$ cat config.mk
export PLATFORM = sky130hd
export DESIGN_NAME = dm_cache_ctrl
export DESIGN_NICKNAME = d
export VERILOG_FILES = /design/src/rtl/dm_cache_ctrl.sv
export SDC_FILE = /design/constraint.sdc
export NUM_CORES = 1
export LEC_CHECK = 0
export ABC_AREA = 1
export CAP_MARGIN = 20
export CORE_ASPECT_RATIO = 1.75
export CORE_MARGIN = 4
export CORE_UTILIZATION = 36
export CTS_BUF_LIST = sky130_fd_sc_hd__clkbuf_4 sky130_fd_sc_hd__clkbuf_8 sky130_fd_sc_hd__clkbuf_16
export CTS_CLUSTER_SIZE = 20
export DETAILED_ROUTE_END_ITERATION = 10
export PLACE_DENSITY = 0.63
export REMOVE_ABC_BUFFERS = 1
export SKIP_LAST_GASP = 1
export SYNTH_ARGS = -nofsm -noshare
export SYNTH_HDL_FRONTEND = slang
export SYNTH_SLANG_ARGS = --single-unit
$ cat constraint.sdc
create_clock -name clk -period 2.04 [get_ports clk]
set_clock_uncertainty 0.05 [all_clocks]
set_input_delay 0.408 -clock clk [delete_from_list [all_inputs] [get_ports clk]]
set_output_delay 0.408 -clock clk [all_outputs]
set_load 0.01 [all_outputs]
$ cat src/rtl/dm_cache_ctrl.sv
// dm_cache_ctrl: sequencing FSM for a direct-mapped, write-through, no-write-allocate cache.
// The controller owns the tag memory port and the valid bits. It also drives the data memory
// write control and the main-memory request channel. It accepts one CPU access at a time and
// resolves it as a hit or a miss. A read miss refills the whole line. Every write goes through
// to main memory. A flush walks every line and invalidates it.
module dm_cache_ctrl #(
  parameter int INDEX_LENGTH  = 4,
  parameter int TAG_LENGTH    = 8,
  parameter int OFFSET_LENGTH = 2,
  parameter int ADDR_WIDTH    = TAG_LENGTH + INDEX_LENGTH + OFFSET_LENGTH
) (
  input  logic                     clk,
  input  logic                     reset,
  // CPU request / response
  input  logic                     cpu_req_valid,
  output logic                     cpu_req_ready,
  input  logic                     cpu_req_write,
  input  logic [ADDR_WIDTH-1:0]    cpu_addr,
  output logic                     cpu_resp_valid,
  output logic                     cpu_resp_hit,
  // Flush control
  input  logic                     flush_req,
  output logic                     flush_busy,
  // Tag memory port
  output logic                     tag_write,
  output logic [INDEX_LENGTH-1:0]  tag_index,
  output logic [TAG_LENGTH-1:0]    tag_wdata,
  input  logic [TAG_LENGTH-1:0]    tag_rdata,
  // Data memory write control
  output logic                     data_write,
  output logic [INDEX_LENGTH-1:0]  data_index,
  output logic [OFFSET_LENGTH-1:0] data_offset,
  output logic                     data_src_mem,
  // Main-memory request channel
  output logic                     mem_req_valid,
  input  logic                     mem_req_ready,
  output logic                     mem_req_write,
  output logic [ADDR_WIDTH-1:0]    mem_addr,
  input  logic                     mem_resp_valid
);

  localparam int NUM_CACHE_LINES = 1 << INDEX_LENGTH;

  typedef enum logic [2:0] {
    ST_IDLE        = 3'd0,
    ST_LOOKUP      = 3'd1,
    ST_REFILL_REQ  = 3'd2,
    ST_REFILL_WAIT = 3'd3,
    ST_WT_REQ      = 3'd4,
    ST_WT_WAIT     = 3'd5,
    ST_RESP        = 3'd6,
    ST_FLUSH       = 3'd7
  } state_t;

  state_t                     state_q, state_d;
  logic [ADDR_WIDTH-1:0]      addr_q, addr_d;          // latched CPU word address
  logic                       write_q, write_d;        // latched access direction
  logic                       hit_q, hit_d;            // lookup result reported in RESP
  logic [OFFSET_LENGTH-1:0]   cnt_q, cnt_d;            // refill word counter
  logic [INDEX_LENGTH-1:0]    flush_cnt_q, flush_cnt_d;
  logic [NUM_CACHE_LINES-1:0] valid_q, valid_d;

  // Address fields of the latched request and of the incoming CPU address
  logic [TAG_LENGTH-1:0]      addr_tag_s;
  logic [INDEX_LENGTH-1:0]    addr_idx_s;
  logic [OFFSET_LENGTH-1:0]   addr_off_s;
  logic [INDEX_LENGTH-1:0]    cpu_idx_s;
  logic                       lookup_hit_s;

  assign addr_tag_s   = addr_q[ADDR_WIDTH-1 -: TAG_LENGTH];
  assign addr_idx_s   = addr_q[OFFSET_LENGTH +: INDEX_LENGTH];
  assign addr_off_s   = addr_q[OFFSET_LENGTH-1:0];
  assign cpu_idx_s    = cpu_addr[OFFSET_LENGTH +: INDEX_LENGTH];
  // The tag arrives one cycle after the index is presented, which is the LOOKUP cycle.
  assign lookup_hit_s = valid_q[addr_idx_s] && (tag_rdata == addr_tag_s);

  // State and datapath registers; asynchronous reset returns to an empty, idle cache
  always_ff @(posedge clk or posedge reset) begin
    if (reset) begin
      state_q     <= ST_IDLE;
      addr_q      <= '0;
      write_q     <= 1'b0;
      hit_q       <= 1'b0;
      cnt_q       <= '0;
      flush_cnt_q <= '0;
      valid_q     <= '0;
    end else begin
      state_q     <= state_d;
      addr_q      <= addr_d;
      write_q     <= write_d;
      hit_q       <= hit_d;
      cnt_q       <= cnt_d;
      flush_cnt_q <= flush_cnt_d;
      valid_q     <= valid_d;
    end
  end

  // Next-state and output decode; every output idles at 0 unless its state drives it
  always_comb begin
    state_d        = state_q;
    addr_d         = addr_q;
    write_d        = write_q;
    hit_d          = hit_q;
    cnt_d          = cnt_q;
    flush_cnt_d    = flush_cnt_q;
    valid_d        = valid_q;

    cpu_req_ready  = 1'b0;
    cpu_resp_valid = 1'b0;
    cpu_resp_hit   = 1'b0;
    flush_busy     = 1'b0;
    tag_write      = 1'b0;
    tag_index      = '0;
    tag_wdata      = '0;
    data_write     = 1'b0;
    data_index     = '0;
    data_offset    = '0;
    data_src_mem   = 1'b0;
    mem_req_valid  = 1'b0;
    mem_req_write  = 1'b0;
    mem_addr       = '0;

    case (state_q)
      ST_IDLE: begin
        // A flush request wins over a CPU access in the same cycle.
        cpu_req_ready = !flush_req;
        if (flush_req) begin
          flush_cnt_d = '0;
          state_d     = ST_FLUSH;
        end else if (cpu_req_valid) begin
          addr_d    = cpu_addr;
          write_d   = cpu_req_write;
          tag_index = cpu_idx_s;
          state_d   = ST_LOOKUP;
        end else begin
          state_d = ST_IDLE;
        end
      end

      ST_LOOKUP: begin
        tag_index = addr_idx_s;
        hit_d     = lookup_hit_s;
        if (write_q) begin
          // A write hit updates the cached word. A write miss does not allocate.
          // Both cases then write through.
          if (lookup_hit_s) begin
            data_write   = 1'b1;
            data_index   = addr_idx_s;
            data_offset  = addr_off_s;
            data_src_mem = 1'b0;
          end else begin
            data_write = 1'b0;
          end
          state_d = ST_WT_REQ;
        end else if (lookup_hit_s) begin
          state_d = ST_RESP;
        end else begin
          cnt_d   = '0;
          state_d = ST_REFILL_REQ;
        end
      end

      ST_REFILL_REQ: begin
        mem_req_valid = 1'b1;
        mem_req_write = 1'b0;
        mem_addr      = {addr_tag_s, addr_idx_s, cnt_q};
        if (mem_req_ready) begin
          state_d = ST_REFILL_WAIT;
        end else begin
          state_d = ST_REFILL_REQ;
        end
      end

      ST_REFILL_WAIT: begin
        if (mem_resp_valid) begin
          data_write   = 1'b1;
          data_src_mem = 1'b1;
          data_index   = addr_idx_s;
          data_offset  = cnt_q;
          if (cnt_q == '1) begin
            // The last word completes the line. The tag and the valid bit are set
            // alongside that final data write.
            tag_write            = 1'b1;
            tag_index            = addr_idx_s;
            tag_wdata            = addr_tag_s;
            valid_d[addr_idx_s]  = 1'b1;
            state_d              = ST_RESP;
          end else begin
            cnt_d   = cnt_q + OFFSET_LENGTH'(1);
            state_d = ST_REFILL_REQ;
          end
        end else begin
          state_d = ST_REFILL_WAIT;
        end
      end

      ST_WT_REQ: begin
        mem_req_valid = 1'b1;
        mem_req_write = 1'b1;
        mem_addr      = addr_q;
        if (mem_req_ready) begin
          state_d = ST_WT_WAIT;
        end else begin
          state_d = ST_WT_REQ;
        end
      end

      ST_WT_WAIT: begin
        if (mem_resp_valid) begin
          state_d = ST_RESP;
        end else begin
          state_d = ST_WT_WAIT;
        end
      end

      ST_RESP: begin
        cpu_resp_valid = 1'b1;
        cpu_resp_hit   = hit_q;
        state_d        = ST_IDLE;
      end

      ST_FLUSH: begin
        // Invalidate one line per cycle. Stop at the top index so the counter never wraps.
        flush_busy            = 1'b1;
        tag_write             = 1'b1;
        tag_index             = flush_cnt_q;
        tag_wdata             = '0;
        valid_d[flush_cnt_q]  = 1'b0;
        if (flush_cnt_q == '1) begin
          flush_cnt_d = '0;
          state_d     = ST_IDLE;
        end else begin
          flush_cnt_d = flush_cnt_q + INDEX_LENGTH'(1);
          state_d     = ST_FLUSH;
        end
      end

      default: begin
        state_d = ST_IDLE;
      end
    endcase
  end

endmodule

# ---- After elaboration in Yosys (flattened, before gate mapping)
# Cells that the tools add are included.
# W data, S select, Z words.
dict set report op_classes {
  addsub 2
  n_lt_le_gt_ge 4
  eq_ne 16
  muxes 59
  bitwise 4
  n_reduce_logical 13
}
# op count
set ops {}
lappend ops {{$mux W4} 9}
lappend ops {{$mux W16} 2}
lappend ops {{$pmux W16 S2} 1}
lappend ops {{$pmux W14 S2} 1}
lappend ops {{$mux W8} 3}
lappend ops {{$pmux W3 S8} 1}
lappend ops {{$mux W1} 18}
lappend ops {{$mux W3} 6}
lappend ops {{$and A16 B16 Y16} 1}
lappend ops {{$mux W2} 8}
lappend ops {{$not A16 Y16} 1}
lappend ops {{$or A16 B16 Y16} 1}
lappend ops {{$pmux W4 S2} 2}
lappend ops {{$pmux W4 S4} 1}
lappend ops {{$eq A3 B3 Y1 const B} 4}
lappend ops {{$ne A2 B2 Y1 const B} 6}
lappend ops {{$lt A4 B5 Y1 const B} 2}
lappend ops {{$demux W1 S4} 2}
lappend ops {{$eq A8 B8 Y1} 1}
lappend ops {{$ge A4 B1 Y1 const B} 2}
lappend ops {{$pmux W2 S2} 2}
lappend ops {{$eq A3 B2 Y1 const B} 2}
lappend ops {{$reduce_and A3 Y1} 2}
lappend ops {{$reduce_bool A2 Y1} 3}
lappend ops {{14 further kinds} 17}
dict set report word_totals {
  reg_bits 41
  in_bits 29
  out_inout_bits 41
  elab_cells 105
}

# ---- Logic depth before layout (Yosys ltp)
# Gate-level depths: netlist (run 1).
dict set report depth {
  word_depth 8
  mapped_depth 12
  mapped_depth_nobuf 11
}

# ---- Worst setup path after synthesis (run 1)
# Ideal clock, no wire load.
dict set report synth_timing {
  path_kind {register to output}
  start {register addr_q[2]}
  end {output port data_index[0]}
  t_arrival_ns 1.376
  required_ns 1.582
  setup_slack_ns 0.206
  stages_incl_launch_ff 11
  n_path_buf 1
  path_cell_list {dfrtp_1 > inv_2 > buf_2 > nand2_1 > nand2_1 > nand2_1 > nand2_1 > nand2_1 > nand4_1 > nand3_1 > a21oi_1}
}
dict set report synth_between {
  elab_chain_len 6
  elab_cells_between_ends 7
  classes_between {mux (6); reduce/logical (1)}
}
# item line_no
set synth_lines {}
lappend synth_lines {{start, declared} 56} ;# logic [ADDR_WIDTH-1:0] addr_q, addr_d;
lappend synth_lines {{start signal, assigned} 89} ;# addr_q <= addr_d;
lappend synth_lines {{$bmux W1 S4} 75} ;# assign lookup_hit_s = valid_q[addr_idx_s] && (tag_rdata == addr_tag_s);
lappend synth_lines {{$mux W1 (implied by the code)} 75}
lappend synth_lines {{$logic_and A1 B1 Y1} 75}
lappend synth_lines {{$mux W4} 146} ;# if (lookup_hit_s) begin
lappend synth_lines {{$mux W4} 143} ;# if (write_q) begin
lappend synth_lines {{$pmux W4 S2 *} 123} ;# case (state_q)
lappend synth_lines {{end, declared} 31} ;# output logic [INDEX_LENGTH-1:0] data_index,
# Mark *: on every way between the ends. The rest lies on a longest branch, timed or not. The select of a mux whose other input is x is not followed.

# ---- Worst setup path in the final report (run 1)
dict set report layout_timing {
  start {register addr_q[2]}
  end {output port data_index[2]}
}
dict set report layout_between {
  elab_chain_len 6
}
# item line_no
set layout_lines {}
lappend layout_lines {{$bmux W1 S4} 75}
lappend layout_lines {{$mux W1 (implied by the code)} 75}
lappend layout_lines {{$logic_and A1 B1 Y1} 75}
lappend layout_lines {{$mux W4} 146}
lappend layout_lines {{$mux W4} 143}
lappend layout_lines {{$pmux W4 S2} 123}
# Every way passes these cells. The select of a mux whose other input is x is not followed.

==> results.json, run 1 <==
{
  "crit_buf_inv": 3,
  "fin_cells": 605,
  "nets": 554,
  "cts_root_buffer": "clkbuf_16",
  "fmax_mhz": 422,
  "violations": "negative setup slack",
  "wl_per_cell_um": 15.8,
  "min_period_over_period_pct": 116,
  "hpwl_mm": 6.91,
  "antenna_left": 0,
  "place.gp.congestion": 0.907,
  "diodes": 0,
  "worst-setup-path-type": "reg -> out",
  "timing.setup.tns_ns": -4.58,
  "vias": 3014,
  "grt.met3_usage_pct": 3.38,
  "die-area_mm2": 0.00851,
  "fin_crit_ns": 2.37,
  "rsz0062_at_grt": "yes",
  "yosysWarnings": 0,
  "syn_area_mm2": 0.00254,
  "grt_pass1_wl_mm": 14.8,
  "r2r_cells": 12,
  "io_pins": 70,
  "ys_types": 30,
  "setup_violations": 32,
  "io_buffers": 69,
  "use_met1_pct": 22.3,
  "worst_slew_pin_slew_ns": 0.433,
  "drv_slew": 0,
  "drive_above_1_share_pct": 42.8,
  "vias_per_cell": 4.98,
  "antenna_found_initial": 0,
  "clkSlewWorstSetupHoldPaths_ns": 0.06,
  "leakage_nw": 2.18,
  "crit_slowest_cell": "dfrtp_2",
  "post-route-drc-count": 0,
  "grt_max_degree": 34,
  "seq_area_frac_synth_pct": 40.5,
  "max-slew-margin-rel_pct": 71.1,
  "dr.pass1.iters": 4,
  "die_y_um": 119,
  "timing.final.ws_setup_ns": -0.331,
  "core_area_mm2": 0.00686,
  "crit_chain": "buf_6 -> nand2_2 -> nand2_2 -> nand2_1 -> nand2_1 -> nand2_2 -> nand4_1 -> nand3_4 -> buf_6 -> a21oi_2 -> buf_2",
  "grt_pass1_vias": 3195,
  "die_w_um": 71.5,
  "cts_max_level": 2,
  "start_kind": "flip-flop",
  "dp.cells": 568,
  "synth-seq-cells": 41,
  "cp_data_arrival_time_ns": 1.91,
  "gr-total-overflow": 0,
  "cp_data_required_time_ns": 1.58,
  "clk_latency_ns": 0.29,
  "drv_cap": 0,
  "fp-row-count": 40,
  "crit_family": "simple AND/OR/NAND/NOR gates",
  "cts_buffers": 5,
  "grt_usage_pct": 22.6,
  "cts_tree": "yes",
  "drt_iter0_markers": 108,
  "drt-total-wl_mm": 9.57,
  "end_kind": "output port",
  "syn_inst": 357,
  "hold_violations": 0,
  "r2r_slack_ns": 0.07,
  "min_path_type": "in -> async",
  "synth.avg_cell_area_um2": 7.10,
  "power_density_mw_per_mm2": 1420,
  "finalPower_mw": 6.18,
  "max_stage_delay_ns": 0.43,
  "clockBufferDepth": 2,
  "critPathMostFrequentCell": "nand2_2",
  "clock_sinks": 41,
  "status": "complete, but fails checks",
  "grtUsageMet2_pct": 42.1,
  "peakVddDrop_mv": 0.814,
  "cp_num_cells": 11,
  "worstPathMaxFanout": 5,
  "start_util_pct": 37.0,
  "grt-busiest-layer": "met2",
  "area_delta_synth_final_pct": 71.8
}
[per-layer routing]
metal | vias up | share of wire (%) | wire length [um]
li1 | 1476 | - | -
met1 | 1426 | 34 | 3260
met2 | 83 | 57 | 5490
met3 | 29 | 3.6 | 344
met4 | 0 | 5.1 | 484
met5 | - | 0 | 0
[logic make-up after synthesis]
kind of cell,after synthesis,share of synthesized area [%]
simple gates,185,32.3
compound gates,69,14.9
buf+inv,53,8.49
flops,41,40.5
fa+ha+maj,5,2.47
xor+xnor,4,1.38
[per-stage QoR]
step / hold slack, ns / cell area [um^2] / worst slack, ns / utilization [%]
floorplan: 0.409 / 2500 / 0.136 / -
global placement: 0.428 / 3790 / -0.785 / 55.3
CTS: 0.378 / 4080 / -0.349 / 59.5
global route: 0.420 / 4360 / -0.449 / 63.6
detailed placement: 0.436 / 3790 / -0.850 / 55.3
finish: 0.373 / 4360 / -0.331 / 63.6
[what timing repair did]
action	CTS	global route
pin swaps	10	17
endpoints found under the setup margin	41	43
gates cloned	2	1
hold buffers	0	0
setup buffers	16	13
gates resized for setup	143	125
[report_power, final]
| part | switching (mW) | internal [mW] |
|---|---|---|
| clock | 0.348 | 0.487 |
| combinational | 2.09 | 1.81 |
| sequential | 0.289 | 1.17 |
[cells in the final DEF (no fill, tap or decap), types with 14 or more instances in the layout]
cell type         n
nand2_1          87
buf_4            74
o21ai_1          41
dfrtp_1          40
inv_1            36
buf_2            23
buf_6            22
nor2_1           21
clkdlybuf4s50_1  21
nand2_2          16
nor2_2           14
[final timing paths]
path | startpoint | to
max in group asynchronous | reset | addr_q[2]
hold / removal | reset | addr_q[6]
hold reg to reg | valid_q[8] | valid_q[8]
min in group clk | valid_q[8] | valid_q[8]
setup / recovery | addr_q[2] | data_index[2]
setup reg to reg | state_q[1] | valid_q[2]
[state kept, by name, summed over array words and instances (netlist names)]
name         flops
flush_cnt_q      4
valid_q         16
cnt_q            2
state_q          3
hit_q            1
write_q          1
addr_q          14
[cell type report]
class / count / area, um^2
timing repair buffer: 161 / 1300
clock inverter: 2 / 13.8
sequential: 41 / 1030
fill: 599 / 2500
timing repair inverter: 2 / 12.5
tap: 84 / 105
multi-input combinational: 263 / 1560
inverter: 46 / 199
clock buffer: 6 / 139
[synth_stat cells (all sizes together)]
master  instances  area (um^2)
nor2           44          190
inv            46          175
buf             7         40.0
o221a           1         11.3
o221ai          4         35.0
dfrtp          41         1030
or2             1         6.26
xor2            2         17.5
nand4           6         37.5
o21ai          52          264
a21oi           7         35.0
nor3            4         25.0
nand2         112          449
o22ai           4         25.0
a211oi          1         7.51
ha              5         62.6
xnor2           2         17.5
nor4            1         6.26
nand3          17          105
[worst reg2reg max path, delay by kind of cell, from the launching register on]
kind / cells / cell delay, ns
AOI/OAI and AO/OA: 2 / 0.25
DFF: 1 / 0.43
buffers and inverters: 4 / 0.52
and+or+nand+nor: 6 / 0.59
No activity file was read; power rests on OpenSTA's default activity.
==> inputs of run 2 (changes only) <==
Clock period 2.04 ns to 2.99 ns, I/O delays scaled along.
==> results.json, run 2 (synthesis gave the netlist of run 1 again) <==
{
  "area_delta_synth_final_pct": 42.6,
  "combPwrFrac_pct": 51.5,
  "worstHoldStart": "valid_q[1]",
  "design_area_mm2": 0.00362,
  "grt_usage_pct": 19.0,
  "fmax_mhz": 341,
  "min_period_over_period_pct": 98.1,
  "dp.cells": 522,
  "diodes": 0,
  "clkSlewWorstSetupHoldPaths_ns": 0.06,
  "min_path_type": "reg -> reg",
  "clkPwrFrac_pct": 18.0,
  "worst_slew_pin_slew_ns": 0.533,
  "start_util_pct": 37.0,
  "grt_pass1_wl_mm": 12.8,
  "cts_tree": "yes",
  "grt_max_degree": 42,
  "die_y_um": 119,
  "cts_max_level": 2,
  "largestRegisters": "valid_q: 16 flops, addr_q: 14 flops, flush_cnt_q: 4 flops",
  "grt_pass1_vias": 2735,
  "drv_cap": 0,
  "post-route-drc-count": 0,
  "worstPathMaxFanout": 5,
  "hold_violations": 0,
  "gr-total-overflow": 0,
  "r2r_slack_ns": 1.23,
  "clk_latency_ns": 0.28,
  "holdPathStages": 2,
  "die_w_um": 71.5,
  "cp_data_required_time_ns": 2.34,
  "drv_slew": 0,
  "fp-row-count": 40,
  "place.gp.congestion": 0.896,
  "drt-total-wl_mm": 7.74,
  "reg2reg_to": "cnt_q[0]",
  "regMostFlops": "valid_q",
  "end_kind": "output port",
  "drive_above_1_share_pct": 13.4,
  "antenna_left": 0,
  "seqPwrFrac_pct": 30.4,
  "start_kind": "primary input",
  "fin_cells": 532,
  "rsz0062_at_grt": "yes",
  "final_common_cell": "nand2_1",
  "cts_root_buffer": "clkbuf_16",
  "worst-setup-path-type": "in -> out",
  "leakage_nw": 1.71,
  "io_buffers": 69,
  "vias": 2670,
  "r2r_cells": 11,
  "power_density_mw_per_mm2": 911,
  "core_area_mm2": 0.00686,
  "intPower_mw": 1.88,
  "max-slew-margin-rel_pct": 64.5,
  "hpwl_mm": 6.30,
  "hold_end": "valid_q[1]",
  "dr.pass1.iters": 4,
  "clock_sinks": 41,
  "vias_per_cell": 5.02,
  "clockBufferDepth": 2,
  "antenna_found_initial": 0,
  "largest_register_ffs": 16,
  "hold_buffers": 0,
  "final_cell_mix": "nand2_1, clkdlybuf4s50_1, o21ai_1",
  "nets": 482,
  "io_pins": 70,
  "swShare_pct": 42.8,
  "wl_per_cell_um": 14.6,
  "reg2reg_from": "addr_q[2]",
  "place_area_mm2": 0.00343,
  "power.switching_mw": 1.41,
  "status": "finished, final reports clean",
  "die-area_mm2": 0.00851,
  "fin_crit_ns": 2.93,
  "peakVddDrop_mv": 0.421,
  "setup_violations": 0,
  "drt_iter0_markers": 150,
  "cp_data_arrival_time_ns": 2.29,
  "cts_buffers": 5
}
-- run 2: cell count changes in the layout (fill, tap and decap cells not counted), moves of 19 or more --
cell             previous run  this run
buf_4                      74        22
nor2_1                     21        40
buf_2                      23         0
nand2_1                    87       106
buf_6                      22         0
clkdlybuf4s50_1            21        61
-- run 2: worst max-delay path: stages --
cell	delay, ns
clkdlybuf4s50_1	0.51
xnor2_2	0.14
nand3_1	0.09
nor2_1	0.11
nand2_1	0.06
nor2_1	0.12
nand3_2	0.13
buf_4	0.16
a21oi_1	0.11
dlygate4sd2_1	0.28
-- run 2: timing repair --
action | 4_1_cts | 5_1_grt
cloned | 0 | 0
setup buffers | 2 | 1
resized for setup | 8 | 8
endpoints found under the setup margin | 7 | 6
pin swaps | 1 | 0
-- run 2: how the worst max path moves through the flow --
stage / start / end / cells after the start
2_1_floorplan: tag_rdata[3] / data_index[0] / 7
3_3_place_gp: tag_rdata[3] / data_index[0] / 9
3_5_place_dp: tag_rdata[3] / data_offset[0] / 9
4_1_cts: tag_rdata[3] / data_offset[1] / 9
5_1_grt: tag_rdata[3] / data_index[1] / 10
6_report: tag_rdata[3] / data_index[1] / 10
-- run 2: per-stage QoR --
step / power [mW] / hold slack [ns] / TNS, ns / utilization [%] / setup WS [ns]
6_report: 3.29 / 0.443 / 0 / 52.7 / 0.0555
5_1_grt: 3.56 / 0.469 / -0.0922 / 52.7 / -0.0859
4_1_cts: 3.32 / 0.449 / -0.139 / 52.7 / -0.139
3_5_place_dp: 2.71 / 0.436 / -1.74 / 50.1 / -0.271
3_3_place_gp: 2.69 / 0.428 / -1.49 / 50.1 / -0.229
2_1_floorplan: 1.97 / 0.409 / 0 / - / 0.879
-- run 2: final cells by class --
class,instances,area [um^2]
clock buffer,5,125
clock inverter,2,35.0
tap,84,105
fill,690,3240
inverter,46,175
timing repair buffer,91,842
sequential,41,1030
multi-input combinational,263,1310
-- run 2: per-layer routing --
layer | share of wire [%] | routed length [um] | global-route usage, %
met4 | 3.8 | 295 | 9.29
met3 | 3.7 | 290 | 3.04
met2 | 55 | 4260 | 35.0
met1 | 37 | 2900 | 20.1
met5 | 0 | 0 | 0
-- run 2: power by group through the flow --
stage / clock network, mW / registers, mW / logic [mW]
floorplan: 0 / 0.962 / 1.01
global placement: 0 / 1.00 / 1.69
detailed placement: 0 / 1.01 / 1.71
CTS: 0.602 / 1.00 / 1.72
global route: 0.620 / 1.04 / 1.90
finish: 0.594 / 1.00 / 1.70
==> inputs of run 3 (changes only) <==
Settings changed: ABC_AREA 1 to 0, CAP_MARGIN 20 to default, CORE_ASPECT_RATIO 1.75 to 0.7.
==> results.json, run 3 <==
{
  "synth.most_common_cell": "dfrtp_1",
  "drt-total-wl_mm": 7.46,
  "fp-row-count": 25,
  "setup_violations": 2,
  "io_pins": 70,
  "end_kind": "output port",
  "final_cell_mix": "clkdlybuf4s50_1, dfrtp_1, o21ai_0",
  "final_common_cell": "clkdlybuf4s50_1",
  "r2r_cells": 7,
  "core_area_mm2": 0.00673,
  "cts_buffers": 5,
  "clockBufferDepth": 2,
  "hpwl_mm": 5.68,
  "clk_latency_ns": 0.30,
  "diodes": 0,
  "clkPwrFrac_pct": 12.4,
  "dp.cells": 439,
  "power.switching_mw": 1.24,
  "drv_cap": 0,
  "timing.setup.tns_ns": -0.109,
  "cts_max_level": 2,
  "worst_slew_pin_slew_ns": 0.553,
  "synth.avg_cell_area_um2": 9.30,
  "regMostFlops": "valid_q",
  "clkSlewWorstSetupHoldPaths_ns": 0.08,
  "wl_per_cell_um": 16.6,
  "rsz0062_at_grt": "yes",
  "min_period_over_period_pct": 102,
  "place_ws_ns": -0.429,
  "fmax_mhz": 328,
  "reg2reg_to": "cnt_q[0]",
  "seq_area_frac_synth_pct": 41.1,
  "largest_register_ffs": 16,
  "violations": "negative setup slack",
  "design_area_mm2": 0.00354,
  "leakage_nw": 1.68,
  "status": "complete, but fails checks",
  "hold_violations": 0,
  "io_buffers": 69,
  "gr-total-overflow": 0,
  "cp_data_arrival_time_ns": 2.40,
  "async_flop_share_pct": 100,
  "post-route-drc-count": 0,
  "syn_area_mm2": 0.00249,
  "antenna_found_initial": 0,
  "intPower_mw": 1.84,
  "nets": 388,
  "worstPathMaxFanout": 7,
  "yosysTopAreaCellShare_pct": 41.1,
  "grt_max_degree": 23,
  "worst-setup-path-type": "reg -> out",
  "yosysTopAreaCell": "dfrtp_1",
  "start_kind": "flip-flop",
  "ys_types": 44,
  "peakVddDrop_mv": 0.283,
  "grt_pass1_vias": 2291,
  "drv_slew": 0,
  "dr.pass1.iters": 5,
  "place.gp.congestion": 0.855,
  "syn_inst": 268,
  "reg2reg_from": "addr_q[2]",
  "clock_sinks": 41,
  "drive_above_1_share_pct": 18.6,
  "fillers": 634,
  "drt_iter0_markers": 263,
  "power_density_mw_per_mm2": 869,
  "r2r_slack_ns": 0.52,
  "grt_pass1_wl_mm": 12.2,
  "fin_crit_ns": 3.05,
  "synth_edf_count": 0,
  "timing.final.ws_setup_ns": -0.0576,
  "yosysWarnings": 0,
  "combPwrFrac_pct": 54.9,
  "synth_top_cells_by_count": "dfrtp_1, o21ai_0, nand2_1",
  "final_util_pct": 52.7,
  "cts_root_buffer": "clkbuf_8",
  "cp_data_required_time_ns": 2.34,
  "max-slew-margin-rel_pct": 63.1,
  "ys_top_cells_by_area": "dfrtp_1, o21ai_0, and2_1",
  "place_area_mm2": 0.00342,
  "regArea_mm2": 0.00103,
  "worstHoldStart": "hit_q",
  "multiInputGateArea_mm2": 0.00139,
  "synth-seq-cells": 41,
  "swShare_pct": 40.3,
  "area_delta_synth_final_pct": 42.0,
  "cts_tree": "yes",
  "finalPower_mw": 3.08,
  "die_y_um": 77.6,
  "start_util_pct": 37.1,
  "fin_cells": 448,
  "largestRegisters": "valid_q: 16 flops, addr_q: 14 flops, flush_cnt_q: 4 flops",
  "antenna_left": 0,
  "holdPathStages": 2,
  "vias": 2375,
  "vias_per_cell": 5.30,
  "die_w_um": 107,
  "min_path_type": "reg -> reg",
  "synth_ff_type": "dfrtp_1",
  "hold_end": "hit_q",
  "hold_slack_ns": 0.431,
  "die-area_mm2": 0.00834,
  "grt_usage_pct": 18.3,
  "seqPwrFrac_pct": 32.8
}
==> run 3: cell types whose count changed after synthesis, moves of 8 or more <==
cell and delta:
and2_1 +18, clkbuf_1 +14, and3_1 +13, o21ai_0 +25
inv_1 -29, nor2_1 -27, a21oi_1 +8, nand2_1 -83
mux2_1 +8, o21ai_1 -43
==> run 3: cell type report <==
class | instances | share of cell area (%)
Clock buffer | 6 | 2.33
Clock inverter | 1 | 0.212
Inverter | 9 | 0.954
Multi-Input combinational cell | 200 | 39.3
Sequential cell | 41 | 29.0
Tap cell | 94 | 3.32
Timing Repair Buffer | 97 | 24.9
==> run 3: worst max-delay path by stage <==
stage,start,to,depth (start not counted)
floorplan,state_q[0],data_index[0],4
global placement,tag_rdata[4],data_index[2],8
detailed placement,tag_rdata[4],data_index[0],8
CTS,addr_q[2],data_offset[0],7
global route,addr_q[2],data_offset[0],7
finish,addr_q[2],data_offset[0],7
==> run 3: worst max-delay path, stage by stage (launching register included) <==
cell	delay, ns
dfrtp_2	0.48
mux4_2	0.53
mux4_2	0.52
nand4_4	0.11
buf_6	0.11
nor2_2	0.04
a22o_1	0.18
buf_2	0.13
==> run 3: routing by layer <==
metal,part of all wire [%],track usage (%),vias up
li1,-,-,1120
met1,49,27.6,1148
met2,42,27.2,99
met3,7.9,3.49,8
met4,0.98,4.16,0
met5,0,0,-
==> run 3: cells by family after synthesis <==
family | count (synthesis) | synth area share [%]
simple gates | 100 | 21.7
compound gates | 68 | 16.2
flops | 41 | 41.1
buf+inv | 27 | 4.52
mux | 19 | 11.1
xor+xnor | 8 | 2.81
fa+ha+maj | 5 | 2.51
==> run 3: repair_timing <==
action	in CTS	in global routing
buffers inserted	3	0
pin swaps	5	0
hold buffers	0	0
setup endpoints to repair	11	18
resized for setup	39	11
==> run 3: power groups by stage <==
stage	Sequential (mW)	Clock (mW)	Combinational [mW]
global placement	1.01	0	1.63
floorplan	1.02	0	0.827
CTS	1.01	0.387	1.68
detailed placement	1.01	0	1.65
global route	1.05	0.407	1.86
finish	1.01	0.380	1.69
